### config.mk
export PLATFORM = sky130hd
export DESIGN_NAME = mips_boot_ctrl
export DESIGN_NICKNAME = d
export VERILOG_FILES = /design/src/rtl/mips_pkg.sv /design/src/rtl/mips_boot_ctrl.sv
export SDC_FILE = /design/constraint.sdc
export NUM_CORES = 1
export LEC_CHECK = 0
export CAP_MARGIN = 10
export CORE_MARGIN = 5
export CORE_UTILIZATION = 39
export DETAILED_ROUTE_END_ITERATION = 10
export GPL_TIMING_DRIVEN = 0
export PLACE_DENSITY_LB_ADDON = 0.15
export SETUP_SLACK_MARGIN = 0.05
export SYNTH_ARGS = -nofsm -noshare
export SYNTH_HDL_FRONTEND = slang
export SYNTH_SLANG_ARGS = --single-unit
### constraint.sdc
create_clock -name clock_in -period 2.7 [get_ports clock_in]
set_input_delay 0.675 -clock clock_in [delete_from_list [all_inputs] [get_ports clock_in]]
set_output_delay 0.675 -clock clock_in [all_outputs]
set_load 0.02 [all_outputs]
### src/rtl/mips_pkg.sv
// mips_pkg: shared types and constants for the MIPS core support blocks.
package mips_pkg;

   // Default machine word width for the cores and their memories
   localparam int WORD_W = 32;

   // Boot sequencer states; the encoding is visible to the host on state_out
   typedef enum logic [2:0] {
      IDLE = 3'd0,
      LOAD = 3'd1,
      RUN  = 3'd2,
      DUMP = 3'd3,
      DONE = 3'd4,
      ERR  = 3'd5
   } boot_state_t;

endpackage

### src/rtl/mips_boot_ctrl.sv
// mips_boot_ctrl: boot/run/dump sequencer for the MIPS cores.
// Streams a host program into instruction memory while the core is held in
// reset, releases the core until the done word in data memory goes nonzero
// (or a cycle timeout expires), then streams a window of data memory back.
// Optional feature macro: BOOT_CTRL_CHECKSUM_EN adds a wrapping-sum check of
// the loaded program against a host-supplied expected sum.
module mips_boot_ctrl
   import mips_pkg::*;
#(
   parameter int ADDR_WIDTH     = 8,
   parameter int DATA_WIDTH     = WORD_W,
   parameter int TIMEOUT_CYCLES = 4096,
   parameter int DONE_ADDR      = 255,
   parameter int DUMP_BASE      = 0,
   parameter int DUMP_WORDS     = 16
) (
   input  logic                  clock_in,
   input  logic                  reset_in,
   input  logic                  start_in,
   input  logic [ADDR_WIDTH:0]   load_count_in,
   input  logic                  host_valid_in,
   input  logic [DATA_WIDTH-1:0] host_data_in,
   output logic                  host_ready_out,
   output logic                  core_reset_out,
   output logic                  instrWrite_out,
   output logic [ADDR_WIDTH-1:0] instr_address_out,
   output logic [DATA_WIDTH-1:0] instr_out,
   output logic [ADDR_WIDTH-1:0] read_data_address_out,
   input  logic [DATA_WIDTH-1:0] read_data_in,
   output logic                  dump_valid_out,
   output logic [DATA_WIDTH-1:0] dump_data_out,
   input  logic                  dump_ready_in,
`ifdef BOOT_CTRL_CHECKSUM_EN
   input  logic [DATA_WIDTH-1:0] expected_sum_in,
   output logic [DATA_WIDTH-1:0] checksum_out,
`endif
   output logic [2:0]            state_out,
   output logic [31:0]           cycles_out
);

   localparam int CW = ADDR_WIDTH + 1;
   localparam logic [CW-1:0]         MAX_WORDS   = {1'b1, {ADDR_WIDTH{1'b0}}};
   localparam logic [CW-1:0]         DUMP_LAST   = CW'(DUMP_WORDS - 1);
   localparam logic [ADDR_WIDTH-1:0] DONE_ADDR_C = ADDR_WIDTH'(DONE_ADDR);
   localparam logic [ADDR_WIDTH-1:0] DUMP_BASE_C = ADDR_WIDTH'(DUMP_BASE);
   localparam logic [31:0]           TIMEOUT_C   = 32'(TIMEOUT_CYCLES);

   boot_state_t   state_q, state_d;
   logic [CW-1:0] ptr_q, ptr_d;
   logic [CW-1:0] count_q, count_d;
   logic [CW-1:0] idx_q, idx_d;
   logic [31:0]   cycles_q, cycles_d;
   logic [31:0]   runCount;
`ifdef BOOT_CTRL_CHECKSUM_EN
   logic [DATA_WIDTH-1:0] sum_q, sum_d;
   logic [DATA_WIDTH-1:0] expect_q, expect_d;
`endif

   // Next-state logic: start acceptance, load pointer, run timer and dump index
   always_comb begin
      state_d  = state_q;
      ptr_d    = ptr_q;
      count_d  = count_q;
      idx_d    = idx_q;
      cycles_d = cycles_q;
`ifdef BOOT_CTRL_CHECKSUM_EN
      sum_d    = sum_q;
      expect_d = expect_q;
`endif
      runCount = (cycles_q == 32'hFFFF_FFFF) ? cycles_q : cycles_q + 32'd1;
      case (state_q)
         IDLE, DONE, ERR: begin
            if (start_in) begin
               ptr_d    = '0;
               idx_d    = '0;
               cycles_d = '0;
               count_d  = (load_count_in > MAX_WORDS) ? MAX_WORDS : load_count_in;
`ifdef BOOT_CTRL_CHECKSUM_EN
               sum_d    = '0;
               expect_d = expected_sum_in;
`endif
               state_d  = (load_count_in == '0) ? RUN : LOAD;
            end
         end
         LOAD: begin
            if (host_valid_in) begin
               ptr_d = ptr_q + 1'b1;
`ifdef BOOT_CTRL_CHECKSUM_EN
               sum_d = sum_q + host_data_in;
`endif
               if (ptr_q == count_q - 1'b1) begin
`ifdef BOOT_CTRL_CHECKSUM_EN
                  state_d = (sum_d == expect_q) ? RUN : ERR;
`else
                  state_d = RUN;
`endif
               end
            end
         end
         RUN: begin
            cycles_d = runCount;
            if (read_data_in != '0) begin
               state_d = DUMP;
            end else if (runCount >= TIMEOUT_C) begin
               state_d = ERR;
            end
         end
         DUMP: begin
            if (dump_ready_in) begin
               idx_d = idx_q + 1'b1;
               if (idx_q == DUMP_LAST) begin
                  state_d = DONE;
               end
            end
         end
         default: state_d = IDLE;
      endcase
   end

   // State and counter registers with synchronous active-low reset
   always_ff @(posedge clock_in) begin
      if (!reset_in) begin
         state_q  <= IDLE;
         ptr_q    <= '0;
         count_q  <= '0;
         idx_q    <= '0;
         cycles_q <= '0;
`ifdef BOOT_CTRL_CHECKSUM_EN
         sum_q    <= '0;
         expect_q <= '0;
`endif
      end else begin
         state_q  <= state_d;
         ptr_q    <= ptr_d;
         count_q  <= count_d;
         idx_q    <= idx_d;
         cycles_q <= cycles_d;
`ifdef BOOT_CTRL_CHECKSUM_EN
         sum_q    <= sum_d;
         expect_q <= expect_d;
`endif
      end
   end

   // Output decode from the registered state; write and dump data pass straight through
   assign host_ready_out        = (state_q == LOAD);
   assign core_reset_out        = (state_q == RUN);
   assign instrWrite_out        = (state_q == LOAD) && host_valid_in;
   assign instr_address_out     = (state_q == LOAD) ? ptr_q[ADDR_WIDTH-1:0] : '0;
   assign instr_out             = instrWrite_out ? host_data_in : '0;
   assign read_data_address_out = (state_q == RUN)  ? DONE_ADDR_C :
                                  (state_q == DUMP) ? DUMP_BASE_C + idx_q[ADDR_WIDTH-1:0] : '0;
   assign dump_valid_out        = (state_q == DUMP);
   assign dump_data_out         = (state_q == DUMP) ? read_data_in : '0;
   assign state_out             = state_q;
   assign cycles_out            = cycles_q;
`ifdef BOOT_CTRL_CHECKSUM_EN
   assign checksum_out          = sum_q;
`endif

endmodule

Word-level counts from Yosys, hierarchy flattened:

Index checks and enable logic that the tools add are counted.

* register bits: 62
* bits in latches: 0
* memory bits (writable): 0
* ROM bits: 0
* input port bits: 78
* output and inout bits: 119
* word-level logic and storage cells: 61
* memories: 0

* add/subtract/negate cells: 4
* $mul: 0
* divide/modulo/power cells: 0
* $lt $le $gt $ge: 2
* equality and inequality tests: 14
* shift-type cells: 0
* multiplexer cells: 23
* bitwise operators: 0
* reduce and logical (&&, ||, !) cells: 13

Operator list (count)
* two-way mux 32 bit: 4
* one-hot mux 32 bit (2 select lines): 1
* two-way mux 9 bit: 4
* one-hot mux 9 bit (2 select lines): 2
* adder 32 x 1 -> 32 bit (second input constant): 1
* == test 32 bit (second input constant): 1
* >= comparator 32 x 13 -> 1 bit (second input constant): 1
* nonzero test 32 bit: 1
* two-way mux 8 bit: 3
* two-way mux 3 bit: 7
* adder 9 x 1 -> 9 bit (second input constant): 2
* one-hot mux 3 bit (4 select lines): 1
* == test 9 x 4 -> 1 bit (second input constant): 1
* == test 9 bit: 1
* > comparator 9 bit (second input constant): 1
* zero test 9 bit: 1
* subtractor 9 x 1 -> 9 bit (second input constant): 1
* == test 3 x 2 -> 1 bit (second input constant): 2
* == test 3 bit (second input constant): 2
* != test 2 x 1 -> 1 bit (second input constant): 3
* AND reduction 3 bit: 2
* AND reduction 6 bit: 1
* nonzero test 2 bit: 3
* != test 2 bit (second input constant): 2
* 7 further kinds: 8

Logic depth before layout (Yosys ltp):

Gate-level depths: netlist of run 1.

* word-level depth: 6
* gate-level depth with buffers: 10

Worst setup path before layout of run 1:

No wires, ideal clock.

* path kind: register to register
* start: reg cycles_q[0], in the netlist cycles_out[0]
* end: reg state_q[1], in the netlist state_out[1]
* setup time: 0.122 ns
* data arrival time: 2.761 ns
* data required time: 2.578 ns
* setup slack: -0.183 ns
* stages on the path, launching flop included: 11
* buffers on the path: 1
* clock period less this slack: 2.883 ns
* cells stage by stage: dfxtp_1 -> ha_1 -> nand3_1 -> or3_1 -> buf_2 -> or4_1 -> xor2_1 -> and4_1 -> nand4_2 -> nand3_2 -> o311a_1

* cells in the longest elaborated chain, start to end: 5

RTL lines
* start: declaration: line mips_boot_ctrl.sv:52 `logic [31:0] cycles_q, cycles_d;`
* start signal: assignment: line mips_boot_ctrl.sv:137 `cycles_q <= cycles_d;`
* adder 32 x 1 -> 32 bit / == test 32 bit (equally long branches): line mips_boot_ctrl.sv:70 `runCount = (cycles_q == 32'hFFFF_FFFF) ? cycles_q : cycles_q + 32'd1;`
* two-way mux 32 bit *: line mips_boot_ctrl.sv:70
* >= comparator 32 x 13 -> 1 bit *: line mips_boot_ctrl.sv:104 `end else if (runCount >= TIMEOUT_C) begin`
* != test 3 x 1 -> 1 bit (no line) *
* AND reduction 6 bit (no line) *
* end signal: assignment: line mips_boot_ctrl.sv:133 `state_q <= state_d;`
* end: declaration: line mips_boot_ctrl.sv:48 `boot_state_t state_q, state_d;`

Mark *: on every way between the ends. The rest lies on a longest branch, timed or not.
A chain may end at the register's enable or synchronous reset.

Worst setup path in the final report of run 1:

* start: reg cycles_q[6], in the netlist cycles_out[6]
* end: reg state_q[0], in the netlist state_out[0]

The elaborated chain is that of the path after synthesis.

==> results of run 1 <==
## flip-flops by register name, summed over array words and instances, names as in the netlist
signal,flops
cycles_out,32
idx_q,9
ptr_q,9
state_out,3
count_q,9
## cell families (layout without fill, tap and decap cells)
logic type	count (synthesis)	after routing	share of synthesized area
compound gates	112	112	0.173
xor+xnor	30	30	0.0588
fa+ha+maj	4	4	0.0112
buf+inv	56	301	0.0482
flops	62	62	0.278
mux	10	10	0.0227
simple gates	334	334	0.408
## per-stage QoR
step                      setup slack [ps]  hold slack [ps]
after floorplan                       15.1              456
after global placement                -808              475
after detailed placement              -855              488
after CTS                             2.04              497
after global routing                  -121              536
final                                -39.6              493
## routing by layer
| metal | routed length (um) | vias up |
|---|---|---|
| met5 | 0 | - |
| met2 | 8970 | 149 |
| met4 | 296 | 0 |
| met3 | 803 | 28 |
| met1 | 6820 | 2639 |
| li1 | - | 2641 |
## where the power goes
group          switching [mW]  internal [mW]
sequential             0.0453          0.943
combinational           0.755          0.601
clock                   0.449          0.652
total                    1.25           2.20
## layout by cell type, fill, tap and decap left out, types with 13 or more instances in the layout
| cell | instances |
|---|---|
| clkdlybuf4s15_2 | 30 |
| clkbuf_1 | 14 |
| inv_1 | 15 |
| dfxtp_1 | 44 |
| nand3_1 | 21 |
| nand4_1 | 18 |
| buf_6 | 16 |
| o21ai_0 | 22 |
| xnor2_1 | 17 |
| nor3_1 | 20 |
| buf_4 | 36 |
| xor2_1 | 13 |
| nand2_1 | 63 |
| and2_1 | 74 |
| nor4_1 | 14 |
| clkdlybuf4s50_1 | 120 |
| nor2_1 | 42 |
| buf_2 | 22 |
| a21oi_1 | 24 |
## area by class of cell
class / instances / share of cell area
repair buffers: 231 / 0.295
well taps: 143 / 0.0238
flip-flops and latches: 62 / 0.170
multi-input cells: 490 / 0.432
clock buffers: 10 / 0.0318
inverters: 18 / 0.00917
plain buffers: 36 / 0.0313
clock inverters: 6 / 0.00600
## repair_timing
| action | 4_1_cts | 5_1_grt |
|---|---|---|
| resized for setup | 316 | 52 |
| cloned | 0 | 1 |
| setup endpoints to repair | 82 | 93 |
| buffers inserted | 25 | 10 |
| pin swaps | 18 | 15 |
## how the worst max path moves through the flow
stage / endpoint / startpoint / cells after the start / slack, ps
after floorplan: state_out[1] / cycles_out[6] / 9 / 20
after global placement: instr_out[30] / host_valid_in / 7 / -810
after detailed placement: instr_out[27] / host_valid_in / 7 / -850
after CTS: instr_out[14] / host_valid_in / 8 / 2
after global routing: state_out[2] / cycles_out[5] / 10 / -120
final: state_out[0] / cycles_out[6] / 10 / -40
## tightest hold or removal path, cell delays in order (launching register included)
cell,delay (ps)
dfxtp_1,320
nand2_1,60
a21boi_0,60
==> flow_metrics.tcl, run 1 <==
set metrics [dict create \
    cts_made_buffers 9 \
    violations "setup timing" \
    cts_sinks 62 \
    rsz0062_at_grt "yes" \
    drc 0 \
    finalHoldViolCount 0 \
    fin_area_um2 7500 \
    cts_tree "done" \
    met2_usage 0.418 \
    required_ps 2900 \
    htreeDepth 3 \
    worstSkewPairLatency_ps 330 \
    yosysSeqAreaShare 0.278 \
    period_minus_slack_ps 2740 \
    cp.arrival_ps 2940 \
    drv_cap 0 \
    status "finished with violations" \
    dpl.cell_count 946 \
    setup_tns_ps -53.0 \
    path_delay_family "simple AND/OR/NAND/NOR gates" \
    grtUsageMet3 0.0452 \
    cp_cell_sequence "nand4_4 -> or4_4 -> buf_6 -> a2111oi_4 -> mux2i_1 -> and4_1 -> nand4_2 -> buf_4 -> a22oi_2 -> o2bb2ai_1" \
    final_cell_count_no_fill 996 \
    ctsHoldBuffers 0 \
    dieArea_um2 13700 \
    synthCells 608 \
    dr.pass1.iters 5 \
    drv_slew 0 \
    portBuffers 195 \
    multiInputGateArea_um2 3240 \
    ff2ff_path_depth 10 \
    fmax_ghz 0.365 \
    synthTopCellsByArea "dfxtp_1, and2_1, nand2_1" \
    worstPathMaxFanout 5 \
    placed_area_um2 6640 \
    grt_busiest_layer "met2" \
    syn2layout_area_growth_pct 68.0 \
    setup_slack_ps -39.6 \
    crit_slowest_cell "or4_4" \
    nNetsFinal 930 \
    final-setup-viol-count 2 \
    synth_commonest_cells "and2_1, nand2_1, dfxtp_1" \
    start_util 0.395 \
    avgViaCountPerCell 5.48 \
    r2r-start "cycles_out[6]" \
    post_synth_instance_area_um2 4470 \
    ff_latch_area_um2 1280 \
    clock_path_buffers 2 \
    fin_skew_ps 13.8 \
    vias 5457 \
    vdd_drop_max_v 0.000359 \
    holdPathEnd "idx_q[0]" \
    synth_ff_type "dfxtp_1" \
    power_density_nw_per_um2 459 \
    grt_usage 0.233 \
    hold_class "flip-flop to flip-flop" \
    drive_above_1_share 0.236 \
    clk_pin_slew_worst_paths_ps 60 \
    async_flop_share 0 \
    r2r_setup_slack_ps -40 \
    grt_overflow 0 \
    gp_congestion 0.972 \
    hold_path_depth 2 \
    synth_edf_count 0 \
    fp.dieW_um 117 \
    grt_max_degree 13 \
    ios 197 \
    placementRows 39 \
    worst_setup_path_start_kind "flip-flop" \
    synth.distinct_cells 64 \
    syn_area_per_cell_um2 7.35 \
    antenna_found_initial 0 \
    tightest_slew_ps 665 \
    min_from "idx_q[0]" \
    yosysWarnings 0 \
    post-route-util 0.663 \
    cpPeakStageDelay_ps 550 \
    yosysMostFrequentCell "and2_1" \
    report.power.total_mw 3.45 \
    slew_headroom 0.557 \
    netlist.area_leader.share 0.278 \
    grt_pass1_vias 5200 \
    die_h_um 117 \
    critPathKind "flip-flop to flip-flop" \
    ys_ff_latch 62 \
    min_period_over_period 1.01 \
    n_fill_cell 968 \
    gr-usage-met1 0.284 \
    leakage_nw 3.02 \
    drt-total-wl_um 16900 \
    wire_per_inst_um 17.0 \
    cp-end-kind "flip-flop" \
    diodes 0 \
    cts-root-buf "clkbuf_16" \
    synth_top_area_cell "dfxtp_1" \
    grt_pass1_wl_um 25700 \
    worst-path-buf-inv 2 \
    rr_endpoint "state_out[0]" \
    hpwl_um 12500 \
    drt-initial-drc-count 325 \
    coreArea_um2 11300 \
    antenna_left 0 \
    syn_nets 690 \
]
Power figures use the tool's default switching activity.
==> inputs of run 2 (changes only) <==
--- a/config.mk
+++ b/config.mk
@@ -5,7 +5,7 @@
 export SDC_FILE = /design/constraint.sdc
 export NUM_CORES = 1
 export LEC_CHECK = 0
-export CAP_MARGIN = 10
+export CAP_MARGIN = 5
 export CORE_MARGIN = 5
 export CORE_UTILIZATION = 39
 export DETAILED_ROUTE_END_ITERATION = 10
==> results of run 2 <==
The final DEF is identical to that of run 1; final timing and power are the same.
